===== src/rtl/uart_pkg.sv =====
// Shared UART definitions: receive-controller state encoding and default sizing.
package uart_pkg;

  localparam int unsigned BYTESIZES_DEF  = 8;
  localparam int unsigned FIFO_DEPTH_DEF = 4;

  typedef enum logic [1:0] {
    IDLE,
    ARMED,
    ACTIVE,
    DRAIN
  } rx_ctrl_state_t;

endpackage


===== src/rtl/uart_rx_fifo.sv =====
// Capture buffer for the receive controller: first-word fall-through FIFO with
// wrap-bit pointers, so full and empty are told apart by the pointer MSB.
module uart_rx_fifo
  import uart_pkg::*;
#(
  parameter int unsigned BYTESIZES  = BYTESIZES_DEF,
  parameter int unsigned FIFO_DEPTH = FIFO_DEPTH_DEF
) (
  input  logic                 clock_out,
  input  logic                 nreset,
  input  logic                 push,
  input  logic                 pop,
  input  logic [BYTESIZES-1:0] din,
  output logic [BYTESIZES-1:0] dout,
  output logic                 full,
  output logic                 empty
);

  localparam int unsigned AW = $clog2(FIFO_DEPTH);

  logic [BYTESIZES-1:0] r_mem [FIFO_DEPTH];
  logic [AW:0]          r_wr_ptr;
  logic [AW:0]          r_rd_ptr;
  logic                 w_do_push;
  logic                 w_do_pop;

  assign empty     = (r_wr_ptr == r_rd_ptr);
  assign full      = (r_wr_ptr[AW] != r_rd_ptr[AW]) &&
                     (r_wr_ptr[AW-1:0] == r_rd_ptr[AW-1:0]);
  assign w_do_pop  = pop && !empty;
  // A pop frees the head slot this edge, so a full FIFO can still take a push.
  assign w_do_push = push && (!full || w_do_pop);

  always_ff @(posedge clock_out or negedge nreset) begin
    if (!nreset) begin
      r_wr_ptr <= '0;
      r_rd_ptr <= '0;
    end else begin
      if (w_do_push) r_wr_ptr <= r_wr_ptr + (AW+1)'(1);
      if (w_do_pop)  r_rd_ptr <= r_rd_ptr + (AW+1)'(1);
    end
  end

  always_ff @(posedge clock_out) begin
    if (w_do_push) r_mem[r_wr_ptr[AW-1:0]] <= din;
  end

  // Forced to zero when empty so stale storage never shows after reset.
  assign dout = empty ? '0 : r_mem[r_rd_ptr[AW-1:0]];

endmodule


===== src/rtl/uart_rx_ctrl.sv =====
// UART receive burst controller: arms the receiver, captures completed frames
// into a FIFO, and closes a burst on disable, byte count or idle timeout.
module uart_rx_ctrl
  import uart_pkg::*;
#(
  parameter int unsigned BYTESIZES      = BYTESIZES_DEF,
  parameter int unsigned FIFO_DEPTH     = FIFO_DEPTH_DEF,
  parameter int unsigned TIMEOUT_CYCLES = 1024
) (
  input  logic                 clock_out,
  input  logic                 nreset,
  input  logic                 enable_in,
  input  logic [7:0]           byte_count_in,
  input  logic                 clear_in,
  input  logic                 rx_done_in,
  input  logic [BYTESIZES-1:0] rx_data_in,
  output logic                 rx_valid_out,
  output logic                 m_valid_out,
  input  logic                 m_ready_in,
  output logic [BYTESIZES-1:0] m_data_out,
  output logic                 busy_out,
  output logic                 done_out,
  output logic                 overrun_out,
  output logic                 timeout_out
);

  localparam int unsigned TW = $clog2(TIMEOUT_CYCLES + 1);
  localparam logic [TW-1:0] TimerLast = TW'(TIMEOUT_CYCLES - 1);

  rx_ctrl_state_t r_state;
  rx_ctrl_state_t w_state_next;

  logic          r_rx_done_q;
  logic [7:0]    r_count;
  logic [7:0]    r_target;
  logic [TW-1:0] r_timer;
  logic          r_overrun;
  logic          r_timeout;

  logic          w_capture;
  logic          w_accept;
  logic [7:0]    w_count_next;
  logic          w_count_hit;
  logic          w_timer_hit;
  logic          w_arm;
  logic          w_push;
  logic          w_pop;
  logic          w_full;
  logic          w_empty;
  logic          w_set_overrun;
  logic          w_set_timeout;

  assign w_capture     = rx_done_in && !r_rx_done_q;
  assign w_accept      = w_capture && (r_state != IDLE);
  assign w_count_next  = (w_accept && (r_count != 8'hFF)) ? r_count + 8'd1 : r_count;
  // Compared against the post-capture count so the Nth byte closes the burst.
  assign w_count_hit   = (r_target != 8'd0) && (w_count_next == r_target);
  assign w_timer_hit   = !w_capture && (r_timer == TimerLast);
  assign w_arm         = (r_state == IDLE) && enable_in;
  assign w_pop         = m_valid_out && m_ready_in;
  assign w_push        = w_accept && (!w_full || w_pop);
  assign w_set_overrun = w_accept && w_full && !w_pop;
  assign w_set_timeout = (r_state == ACTIVE) && enable_in && !w_count_hit && w_timer_hit;

  always_ff @(posedge clock_out or negedge nreset) begin
    if (!nreset) r_state <= IDLE;
    else         r_state <= w_state_next;
  end

  always_comb begin
    w_state_next = r_state;
    unique case (r_state)
      IDLE: begin
        if (enable_in) w_state_next = ARMED;
      end
      ARMED: begin
        if (!enable_in || (w_capture && w_count_hit)) w_state_next = DRAIN;
        else if (w_capture)                           w_state_next = ACTIVE;
      end
      ACTIVE: begin
        if (!enable_in || w_count_hit || w_timer_hit) w_state_next = DRAIN;
      end
      DRAIN: begin
        // A frame already in flight when the burst closed still lands here.
        if (w_empty && !w_capture) w_state_next = IDLE;
      end
      default: w_state_next = IDLE;
    endcase
  end

  always_comb begin
    rx_valid_out = 1'b0;
    done_out     = 1'b0;
    unique case (r_state)
      ARMED, ACTIVE: rx_valid_out = 1'b1;
      DRAIN:         done_out     = w_empty && !w_capture;
      default:       ;
    endcase
  end

  always_ff @(posedge clock_out or negedge nreset) begin
    if (!nreset) begin
      r_rx_done_q <= 1'b1;
      r_count     <= 8'd0;
      r_target    <= 8'd0;
      r_timer     <= '0;
      r_overrun   <= 1'b0;
      r_timeout   <= 1'b0;
    end else begin
      r_rx_done_q <= rx_done_in;

      if (w_arm) begin
        r_count  <= 8'd0;
        r_target <= byte_count_in;
      end else begin
        r_count  <= w_count_next;
      end

      if ((r_state == ACTIVE) && !w_capture) r_timer <= r_timer + TW'(1);
      else                                   r_timer <= '0;

      if (w_set_overrun) r_overrun <= 1'b1;
      else if (clear_in) r_overrun <= 1'b0;

      if (w_set_timeout)          r_timeout <= 1'b1;
      else if (clear_in || w_arm) r_timeout <= 1'b0;
    end
  end

  assign busy_out    = (r_state != IDLE);
  assign m_valid_out = !w_empty;
  assign overrun_out = r_overrun;
  assign timeout_out = r_timeout;

  uart_rx_fifo #(
    .BYTESIZES (BYTESIZES),
    .FIFO_DEPTH(FIFO_DEPTH)
  ) u_fifo (
    .clock_out(clock_out),
    .nreset   (nreset),
    .push     (w_push),
    .pop      (w_pop),
    .din      (rx_data_in),
    .dout     (m_data_out),
    .full     (w_full),
    .empty    (w_empty)
  );

endmodule


===== config.mk =====
export PLATFORM = sky130hd
export DESIGN_NAME = uart_rx_ctrl
export DESIGN_NICKNAME = d
export VERILOG_FILES = /design/src/rtl/uart_pkg.sv /design/src/rtl/uart_rx_fifo.sv /design/src/rtl/uart_rx_ctrl.sv
export SDC_FILE = /design/constraint.sdc
export NUM_CORES = 1
export LEC_CHECK = 0
export ABC_CLOCK_PERIOD_IN_PS = 4100
export BUFFER_PORTS_ARGS = -buffer_cell sky130_fd_sc_hd__clkbuf_2
export CORE_AREA = 2 2 97 99
export DETAILED_ROUTE_END_ITERATION = 6
export DIE_AREA = 0 0 99 101
export REMOVE_ABC_BUFFERS = 1
export SLEW_MARGIN = 20
export SYNTH_ARGS = -nofsm -noshare
export SYNTH_HDL_FRONTEND = slang
export SYNTH_SLANG_ARGS = --single-unit

===== constraint.sdc =====
create_clock -name clock_out -period 4.1 [get_ports clock_out]
set_input_delay 0.41 -clock clock_out [delete_from_list [all_inputs] [get_ports clock_out]]
set_output_delay 0.41 -clock clock_out [all_outputs]
set_load 0.02 [all_outputs]

==> flow_metrics.py, run 1 <==
metrics = {
    "power": {
        "peakVddDrop_mv": 0.261,
        "combPwrFrac_pct": 36.4,
        "p_switching_mw": 0.983,
        "p_leak_nw": 1.65,
        "switching_share_pct": 36.1,
        "seq_power_share_pct": 38.3,
        "p_int_mw": 1.74,
        "power_density_nw_per_um2": 672,
        "clkPwrFrac_pct": 25.3,
    },
    "grt": {
        "grt_max_degree": 39,
        "grtUsageTotal_pct": 15.1,
        "use_met2_pct": 24.3,
        "overflow": 0,
        "busiest_layer": "met2",
        "antenna_found_initial": 0,
        "met1_usage_pct": 19.5,
        "grt_pass1_wl_mm": 11.7,
        "grt_util_met3_pct": 4.09,
        "grt_pass1_vias": 2375,
    },
    "routing": {
        "routed_wirelength_mm": 6.97,
        "vias": 2323,
        "dr.pass1.iters": 4,
        "ant_nets": 0,
        "first_iter_violations": 139,
        "route.detailed.wl_per_inst_um": 15.9,
        "viasPerCell": 5.28,
        "drc": 0,
    },
    "layout": {
        "stdcell_area_um2": 4050,
        "final_core_util_pct": 45.1,
        "final_common_cell": "dfrtp_1",
        "layout_common_cells": "dfrtp_1 (37), clkbuf_2 (35), nand2_1 (32), edfxtp_1 (32), nor2_1 (17)",
        "fillers": 839,
        "diodes": 0,
        "register_area_um2": 1910,
        "drive_gt1_share_pct": 23.1,
        "area_growth_syn_to_layout_pct": 15.5,
        "final_cells": 440,
        "multi_input_comb_area_um2": 1500,
        "nets": 358,
    },
    "timing": {
        "setup_viol": 0,
        "fmax_mhz": 316,
        "slew_viol_final": 0,
        "finalSetupTns_ps": 0,
        "finalCritPeriodShare_pct": 77.2,
        "tightestPinTransition_ps": 684,
        "skew_ps": 6.40,
        "relSlewSlack_pct": 54.4,
        "rsz0062_at_grt": "no",
        "worst_slack_ps": 936,
        "hold_viol": 0,
        "post-route-min-period_ps": 3160,
    },
    "worst_setup_path": {
        "startpoint_type": "flip-flop",
        "worstPathRequired_ps": 4340,
        "path_max_fanout": 7,
        "endpoint_kind": "flip-flop",
        "worst_ep_arrival_time_ps": 3400,
        "worstSetupPathType": "flip-flop to flip-flop",
        "slowest_stage": "or3b_1",
        "crit_path_cell_trace": "inv_1, ha_1, or3b_1, a211oi_4, o21a_2, o221ai_2, or4_4, a21oi_1, mux2_2",
        "cpPeakStageDelay_ps": 570,
    },
    "logic_synthesis": {
        "yosysTopAreaCellShare_pct": 27.4,
        "synth_cells": 284,
        "yosys_most_used_dff": "dfrtp_1",
        "yosysWarnings": 0,
        "ys_types": 56,
        "synth-edff-count": 32,
        "synth-seq-area-share_pct": 54.5,
        "synth_top_area_cell": "edfxtp_1",
        "async_reset_ff_share_pct": 54.3,
        "synthesis.area_um2": 3510,
        "avgSynthCellArea_um2": 12.4,
        "ys_ff_latch": 70,
        "synthTopCellsByArea": "edfxtp_1 (27%), dfrtp_1 (26%), mux4_2 (5.1%), ha_1 (4.3%), nand2_1 (3.4%)",
    },
    "floorplanning": {
        "die_h_um": 101,
        "die_area_um2": 10000,
        "core.rowCount": 35,
        "initial_core_util_pct": 39.1,
        "design.core.area_um2": 8980,
        "die_w_um": 99,
        "ios": 36,
    },
    "place": {
        "gp_congestion": 0.858,
        "dpl-instance-area_um2": 3780,
        "pre_cts_ws_ps": 960,
        "dp.cells": 423,
        "dp_hpwl_mm": 4.81,
        "io_buffers": 35,
    },
    "cts": {
        "clk_pin_slew_worst_paths_ps": 80,
        "post_cts_resized": 0,
        "cts_root_buf": "clkbuf_8",
        "clock_path_buffers": 2,
        "htreeDepth": 3,
        "cts_buffers": 9,
        "clock_latency_ps": 340,
        "cts_tree": "built",
        "hold_buffers": 0,
        "postCtsSetupRepairBufs": 0,
        "cts_sinks": 70,
    },
    "outcome": {
        "status": "complete, no violations",
    },
    "run": {
        "cap_violations": 0,
    },
    "worst_hold_path": {
        "hp-class": "input port to async pin",
    },
}
## cell type report
| type | instances | share of cell area, % |
|---|---|---|
| Timing Repair Buffer | 38 | 5.37 |
| Clock buffer | 11 | 3.49 |
| Sequential cell | 70 | 47.2 |
| Tap cell | 111 | 3.43 |
| Inverter | 9 | 0.834 |
| Clock inverter | 5 | 2.63 |
| Multi-Input combinational cell | 196 | 37.0 |
## worst paths after layout
path | start | endpoint | slack, ps | cells after the start
min in group clock_out | rx_done_in | r_rx_done_q | 210 | 1
worst max-delay path | r_state[0] | r_state[1] | 940 | 9
worst min register to register | r_timer[0] | r_timer[0] | 470 | 1
worst max register to register | r_state[0] | r_state[1] | 940 | 9
max in group asynchronous | nreset | r_rx_done_q | 3470 | 2
worst min-delay path | nreset | r_timer[4] | 50 | 1
## cell usage after synthesis, types with 2 or more instances
library cell and number:
buf_2 4, o21ai_0 5, nor2_1 17, and4_1 2, edfxtp_1 32, a2bb2oi_1 2
xnor2_1 9, nand4b_1 3, inv_1 9, nor4_1 3, clkbuf_1 2, nor3b_1 2
a41oi_1 3, nand2_1 32, a211oi_1 3, and3_1 11, nor3_1 7, mux2_2 3
and2_1 3, o211ai_1 3, nand3_1 10, ha_1 12, buf_6 3, nor2b_1 10
nand4_1 2, nand2b_1 3, dfrtp_1 37, a21oi_1 7, mux4_2 8, xor2_1 10
a31oi_1 2
## critical path, delay by kind of cell, from the launching register on
kind | cells | cell delay, ps
compound gates | 4 | 810
fa+ha+maj | 1 | 280
buf+inv | 1 | 120
flops | 1 | 400
mux | 1 | 340
simple gates | 2 | 1100
## layer usage
metal  up-vias  share of wire, %
met5         -                 0
met4         0              0.99
met3         6               5.2
met1      1123                45
li1       1125                 -
met2        69                49
## state kept, by name (all words and copies together), names as in the netlist
| register | cells |
|---|---|
| r_target | 8 |
| u_fifo.r_rd_ptr | 3 |
| overrun_out | 1 |
| u_fifo.r_mem | 32 |
| r_rx_done_q | 1 |
| u_fifo.r_wr_ptr | 3 |
| r_state | 2 |
| r_timer | 11 |
| timeout_out | 1 |
| r_count | 8 |
## power by group through the flow
stage / clock (mW) / combinational (mW) / sequential [mW]
final: 0.688 / 0.992 / 1.04
after global routing: 0.740 / 1.11 / 1.07
after CTS: 0.705 / 1.01 / 1.05
after detailed placement: 0 / 0.996 / 1.07
after global placement: 0 / 0.989 / 1.05
after floorplan: 0 / 0.744 / 1.01
## per-stage QoR
step / total power, mW / hold WS (ps)
final: 2.72 / 53.8
after global routing: 2.93 / 97.8
after CTS: 2.76 / 193
after detailed placement: 2.06 / 461
after global placement: 2.04 / 452
after floorplan: 1.75 / 114
## kinds of logic after synthesis
kind of cell             synth area share (%)
multiplexers                             6.10
buffers and inverters                    2.71
adder cells (fa/ha/maj)                  4.28
AO/OA/AOI/OAI                            9.31
XOR/XNOR                                 5.42
flip-flops                               54.5
AND/OR/NAND/NOR                          17.7
(Power assumes the default switching activity.)
==> run 2, diff against run 1 <==
--- a/config.mk
+++ b/config.mk
@@ -5,7 +5,7 @@
 export SDC_FILE = /design/constraint.sdc
 export NUM_CORES = 1
 export LEC_CHECK = 0
-export ABC_CLOCK_PERIOD_IN_PS = 4100
+export ABC_CLOCK_PERIOD_IN_PS = 2700
 export BUFFER_PORTS_ARGS = -buffer_cell sky130_fd_sc_hd__clkbuf_2
 export CORE_AREA = 2 2 97 99
 export DETAILED_ROUTE_END_ITERATION = 6
==> constraint.sdc (replaced) <==
create_clock -name clock_out -period 2.7 [get_ports clock_out]
set_input_delay 0.27 -clock clock_out [delete_from_list [all_inputs] [get_ports clock_out]]
set_output_delay 0.27 -clock clock_out [all_outputs]
set_load 0.02 [all_outputs]
==> flow_metrics.py, run 2 (same netlist as run 1, synthesis figures left out) <==
metrics = {
    "place": {
        "io_buffers": 35,
        "dp_hpwl_mm": 5.24,
        "dpl-instance-area_um2": 4010,
        "gp_congestion": 0.846,
    },
    "routing": {
        "ant_nets": 0,
        "viasPerCell": 5.23,
        "drc": 0,
        "routed_wirelength_mm": 7.48,
        "first_iter_violations": 98,
        "dr.pass1.iters": 4,
        "vias": 2488,
        "route.detailed.wl_per_inst_um": 15.7,
    },
    "worst_setup_path": {
        "crit_family": "simple AND/OR/NAND/NOR gates",
        "crit_buf_inv": 2,
        "startpoint_type": "flip-flop",
        "worstSetupPathType": "flip-flop to flip-flop",
        "path_max_fanout": 6,
        "worstPathRequired_ps": 2920,
        "worst_ep_arrival_time_ps": 2950,
        "cpPeakStageDelay_ps": 610,
        "crit_path_cell_trace": "inv_2, ha_4, nor3b_4, buf_6, a41oi_4, o21ai_1, nand4b_1, or4_4, a21oi_2, mux2_4",
        "endpoint_kind": "flip-flop",
        "slowest_stage": "or4_4",
    },
    "grt": {
        "grt_pass1_vias": 2563,
        "antenna_found_initial": 0,
        "overflow": 0,
        "grt_max_degree": 39,
        "grtUsageTotal_pct": 15.8,
        "grt_pass1_wl_mm": 12.3,
    },
    "power": {
        "combPwrFrac_pct": 45.1,
        "p_int_mw": 2.57,
        "p_leak_nw": 1.80,
        "peakVddDrop_mv": 0.502,
        "seq_power_share_pct": 36.1,
        "p_switching_mw": 1.58,
        "switching_share_pct": 38.1,
        "power_density_nw_per_um2": 954,
        "clkPwrFrac_pct": 18.8,
    },
    "timing": {
        "skew_ps": 7.94,
        "finalSetupTns_ps": -35.1,
        "relSlewSlack_pct": 36.0,
        "fmax_mhz": 366,
        "hold_viol": 0,
        "slew_viol_final": 0,
        "setup_viol": 2,
        "whs_ps": 66.4,
        "post-route-min-period_ps": 2730,
        "finalCritPeriodShare_pct": 101,
        "worst_slack_ps": -30.0,
        "rsz0062_at_grt": "yes",
        "tightestPinTransition_ps": 959,
    },
    "cts": {
        "cts_root_buf": "clkbuf_8",
        "cts_tree": "built",
        "hold_buffers": 0,
        "clk_pin_slew_worst_paths_ps": 80,
        "htreeDepth": 3,
        "cts_sinks": 70,
        "clock_latency_ps": 340,
        "clock_path_buffers": 2,
        "cts_buffers": 9,
    },
    "floorplanning": {
        "initial_core_util_pct": 39.1,
        "die_area_um2": 10000,
        "ios": 36,
        "core.rowCount": 35,
        "design.core.area_um2": 8980,
        "die_w_um": 99,
        "die_h_um": 101,
    },
    "layout": {
        "drive_gt1_share_pct": 35.3,
        "nets": 394,
        "largest_reg_flops": 32,
        "final_core_util_pct": 48.4,
        "stdcell_area_um2": 4350,
        "area_growth_syn_to_layout_pct": 24.0,
        "diodes": 0,
        "layout_common_cells": "dfrtp_1 (36), buf_4 (36), clkbuf_2 (35)",
    },
    "outcome": {
        "violations": "setup timing",
        "status": "finished with violations",
    },
    "run": {
        "cap_violations": 0,
    },
    "worst_hold_path": {
        "hp-class": "input port to async pin",
    },
}
==> run 2: per-layer routing <==
layer | track usage, % | vias to the layer above | part of all wire, %
met5 | 0 | - | 0
met4 | 6.11 | 0 | 1.8
met3 | 2.77 | 14 | 4.5
met2 | 27.0 | 69 | 49
met1 | 20.2 | 1197 | 45
li1 | - | 1208 | -
==> run 2: final cells by class <==
class                           count  area, µm²
Fill cell                         814       4630
Clock buffer                       11        151
Timing Repair Buffer               74        473
Sequential cell                    70       1910
Tap cell                          111        139
Clock inverter                      5       33.8
Inverter                            9       33.8
Multi-Input combinational cell    196       1600
==> run 2: timing repair <==
action | CTS | global route
gates resized for setup | 11 | 14
setup endpoints to repair | 2 | 2
setup buffers | 1 | 4
pin swaps | 7 | 14
gates cloned | 1 | 0
==> run 2: path summary, 6_finish.rpt <==
kind / from / to / slack (ps) / cells after the start
worst min-delay path: nreset / r_timer[4] / 70 / 1
min in group clock_out: rx_done_in / r_rx_done_q / 80 / 1
max in group asynchronous: nreset / r_count[6] / 1970 / 1
worst max-delay path: r_state[0] / r_state[1] / -30 / 10
worst min register to register: r_timer[0] / r_timer[0] / 460 / 1
worst max register to register: r_state[0] / r_state[1] / -30 / 10
==> run 2: power groups by stage <==
stage	Clock [mW]	Combinational [mW]	Sequential [mW]
floorplan	0	1.13	1.53
CTS	0.806	1.83	1.49
detailed placement	0	1.77	1.51
global route	0.856	2.06	1.53
global placement	0	1.74	1.50
finish	0.781	1.87	1.50
==> run 2: through the flow <==
step                worst slack (ps)  std cells  power (mW)
global placement                -146        454        3.24
floorplan                       -336        275        2.66
finish                         -30.0        476        4.15
detailed placement              -211        454        3.28
CTS                             4.88        472        4.12
global route                    -101        476        4.45
==> run 3, diff against run 2 <==
--- a/config.mk
+++ b/config.mk
@@ -7,9 +7,10 @@
 export LEC_CHECK = 0
 export ABC_CLOCK_PERIOD_IN_PS = 2700
 export BUFFER_PORTS_ARGS = -buffer_cell sky130_fd_sc_hd__clkbuf_2
-export CORE_AREA = 2 2 97 99
+export CORE_AREA = 2 2 112 114
 export DETAILED_ROUTE_END_ITERATION = 6
-export DIE_AREA = 0 0 99 101
+export DIE_AREA = 0 0 114 116
+export RECOVER_POWER = 50
 export REMOVE_ABC_BUFFERS = 1
 export SLEW_MARGIN = 20
 export SYNTH_ARGS = -nofsm -noshare
==> flow_metrics.py, run 3 (same netlist as run 1, synthesis figures left out) <==
metrics = {
    "cts": {
        "htreeDepth": 3,
        "cts_tree": "built",
        "clock_path_buffers": 2,
        "cts_buffers": 9,
        "clock_latency_ps": 340,
        "cts_root_buf": "clkbuf_16",
        "hold_buffers": 0,
        "clk_pin_slew_worst_paths_ps": 60,
        "cts_sinks": 70,
    },
    "timing": {
        "finalSetupTns_ps": -31.3,
        "skew_ps": 5.10,
        "fmax_mhz": 366,
        "tightestPinTransition_ps": 2070,
        "worst_slack_ps": -31.3,
        "rsz0062_at_grt": "yes",
        "setup_viol": 1,
        "whs_ps": 121,
        "hold_viol": 0,
        "relSlewSlack_pct": -38.0,
        "slew_viol_final": 39,
        "finalCritPeriodShare_pct": 101,
        "post-route-min-period_ps": 2730,
    },
    "layout": {
        "final_common_cell": "dfrtp_1",
        "layout_common_cells": "dfrtp_1 (37), buf_4 (36), edfxtp_1 (32)",
        "drive_gt1_share_pct": 30.9,
        "final_core_util_pct": 37.8,
        "diodes": 0,
        "area_growth_syn_to_layout_pct": 28.2,
        "register_area_um2": 1910,
        "fillers": 1160,
        "stdcell_area_um2": 4500,
        "largest_reg_flops": 32,
        "multi_input_comb_area_um2": 1570,
        "nets": 395,
    },
    "power": {
        "power_density_nw_per_um2": 1030,
        "seq_power_share_pct": 32.0,
        "combPwrFrac_pct": 40.6,
        "p_switching_mw": 1.63,
        "p_leak_nw": 1.84,
        "switching_share_pct": 35.1,
        "p_int_mw": 3.02,
        "peakVddDrop_mv": 0.444,
        "clkPwrFrac_pct": 27.4,
    },
    "routing": {
        "drc": 0,
        "first_iter_violations": 158,
        "ant_nets": 0,
        "dr.pass1.iters": 4,
        "viasPerCell": 4.90,
        "routed_wirelength_mm": 7.91,
        "vias": 2512,
        "route.detailed.wl_per_inst_um": 15.4,
    },
    "worst_setup_path": {
        "crit_path_cell_trace": "inv_2, ha_4, buf_6, nand4b_1, nor4b_2, nor3_1, nand4b_1, or4_4, a21oi_2, mux2_4",
        "endpoint_kind": "flip-flop",
        "worst_ep_arrival_time_ps": 2950,
        "path_max_fanout": 4,
        "startpoint_type": "flip-flop",
        "cpPeakStageDelay_ps": 560,
        "worstSetupPathType": "flip-flop to flip-flop",
        "worstPathRequired_ps": 2920,
        "crit_family": "simple AND/OR/NAND/NOR gates",
        "worst_path_most_repeated_cell": "nand4b_1",
        "crit_buf_inv": 2,
        "slowest_stage": "or4_4",
    },
    "grt": {
        "overflow": 0,
        "grt_pass1_vias": 2553,
        "antenna_found_initial": 0,
        "grt_max_degree": 39,
        "grt_pass1_wl_mm": 13.0,
        "grtUsageTotal_pct": 13.0,
    },
    "place": {
        "dp_hpwl_mm": 5.48,
        "pre_cts_ws_ps": -201,
        "dpl-instance-area_um2": 4070,
        "gp_congestion": 0.870,
        "io_buffers": 35,
    },
    "floorplanning": {
        "ios": 36,
        "die_area_um2": 13200,
        "initial_core_util_pct": 29.5,
        "design.core.area_um2": 11900,
        "die_w_um": 114,
        "die_h_um": 116,
        "core.rowCount": 40,
    },
    "worst_hold_path": {
        "hp-class": "input port to flip-flop",
    },
    "outcome": {
        "violations": "capacitance limit, slew limit, setup timing",
        "status": "finished with violations",
    },
    "run": {
        "cap_violations": 1,
    },
}
run 3: cell count changes in the layout (fill, tap and decap cells not counted), sizes merged:
cell | before | now
buf | 39 | 40
bufinv | 0 | 2
clkbuf | 46 | 45
clkinv | 3 | 1
clkinvlp | 2 | 1
inv | 9 | 11
run 3: final cells by class:
class	instances	area share (%)
tap	147	4.09
clock inverter	6	2.09
inverter	9	0.751
clock buffer	10	5.09
timing repair buffer	75	10.7
sequential	70	42.5
multi-input combinational	196	34.8
run 3: routing by layer:
metal,up-vias,global-route usage (%),part of all wire (%)
met5,-,0,0
met4,0,5.53,2.3
met3,17,4.24,5.1
met2,61,21.5,49
met1,1235,15.7,43
li1,1199,-,-
run 3: timing repair:
action / in CTS / in global routing
cloned: 1 / 0
setup buffers: 4 / 2
resized for setup: 13 / 6
setup endpoints to repair: 2 / 3
pin swaps: 9 / 5
run 3: metrics by stage:
stage	total power, mW	instances
after floorplan	2.66	275
after global placement	3.24	490
after detailed placement	3.28	490
after CTS	4.66	511
after global routing	4.96	513
final	4.66	513
run 3: worst reg2reg max path, stage by stage, from the launching register on:
cell	delay, ps
dfrtp_1	350
inv_2	60
ha_4	170
buf_6	120
nand4b_1	190
nor4b_2	350
nor3_1	80
nand4b_1	240
or4_4	560
a21oi_2	180
mux2_4	310
run 3: final timing paths:
kind	from	to	slack, ps	cells past startpoint
hold reg to reg	r_timer[0]	r_timer[0]	460	1
setup reg to reg	r_state[0]	r_state[1]	-30	10
min in group asynchronous	nreset	r_target[7]	520	1
hold / removal	byte_count_in[6]	r_target[6]	120	3
setup / recovery	r_state[0]	r_state[1]	-30	10
max in group asynchronous	nreset	r_count[6]	970	1
run 3: power by group through the flow:
stage                     Sequential (mW)  Clock, mW  Combinational [mW]
after floorplan                      1.53          0                1.13
after global placement               1.50          0                1.74
after detailed placement             1.51          0                1.77
after CTS                            1.49       1.31                1.86
after global routing                 1.52       1.36                2.08
final                                1.49       1.28                1.89
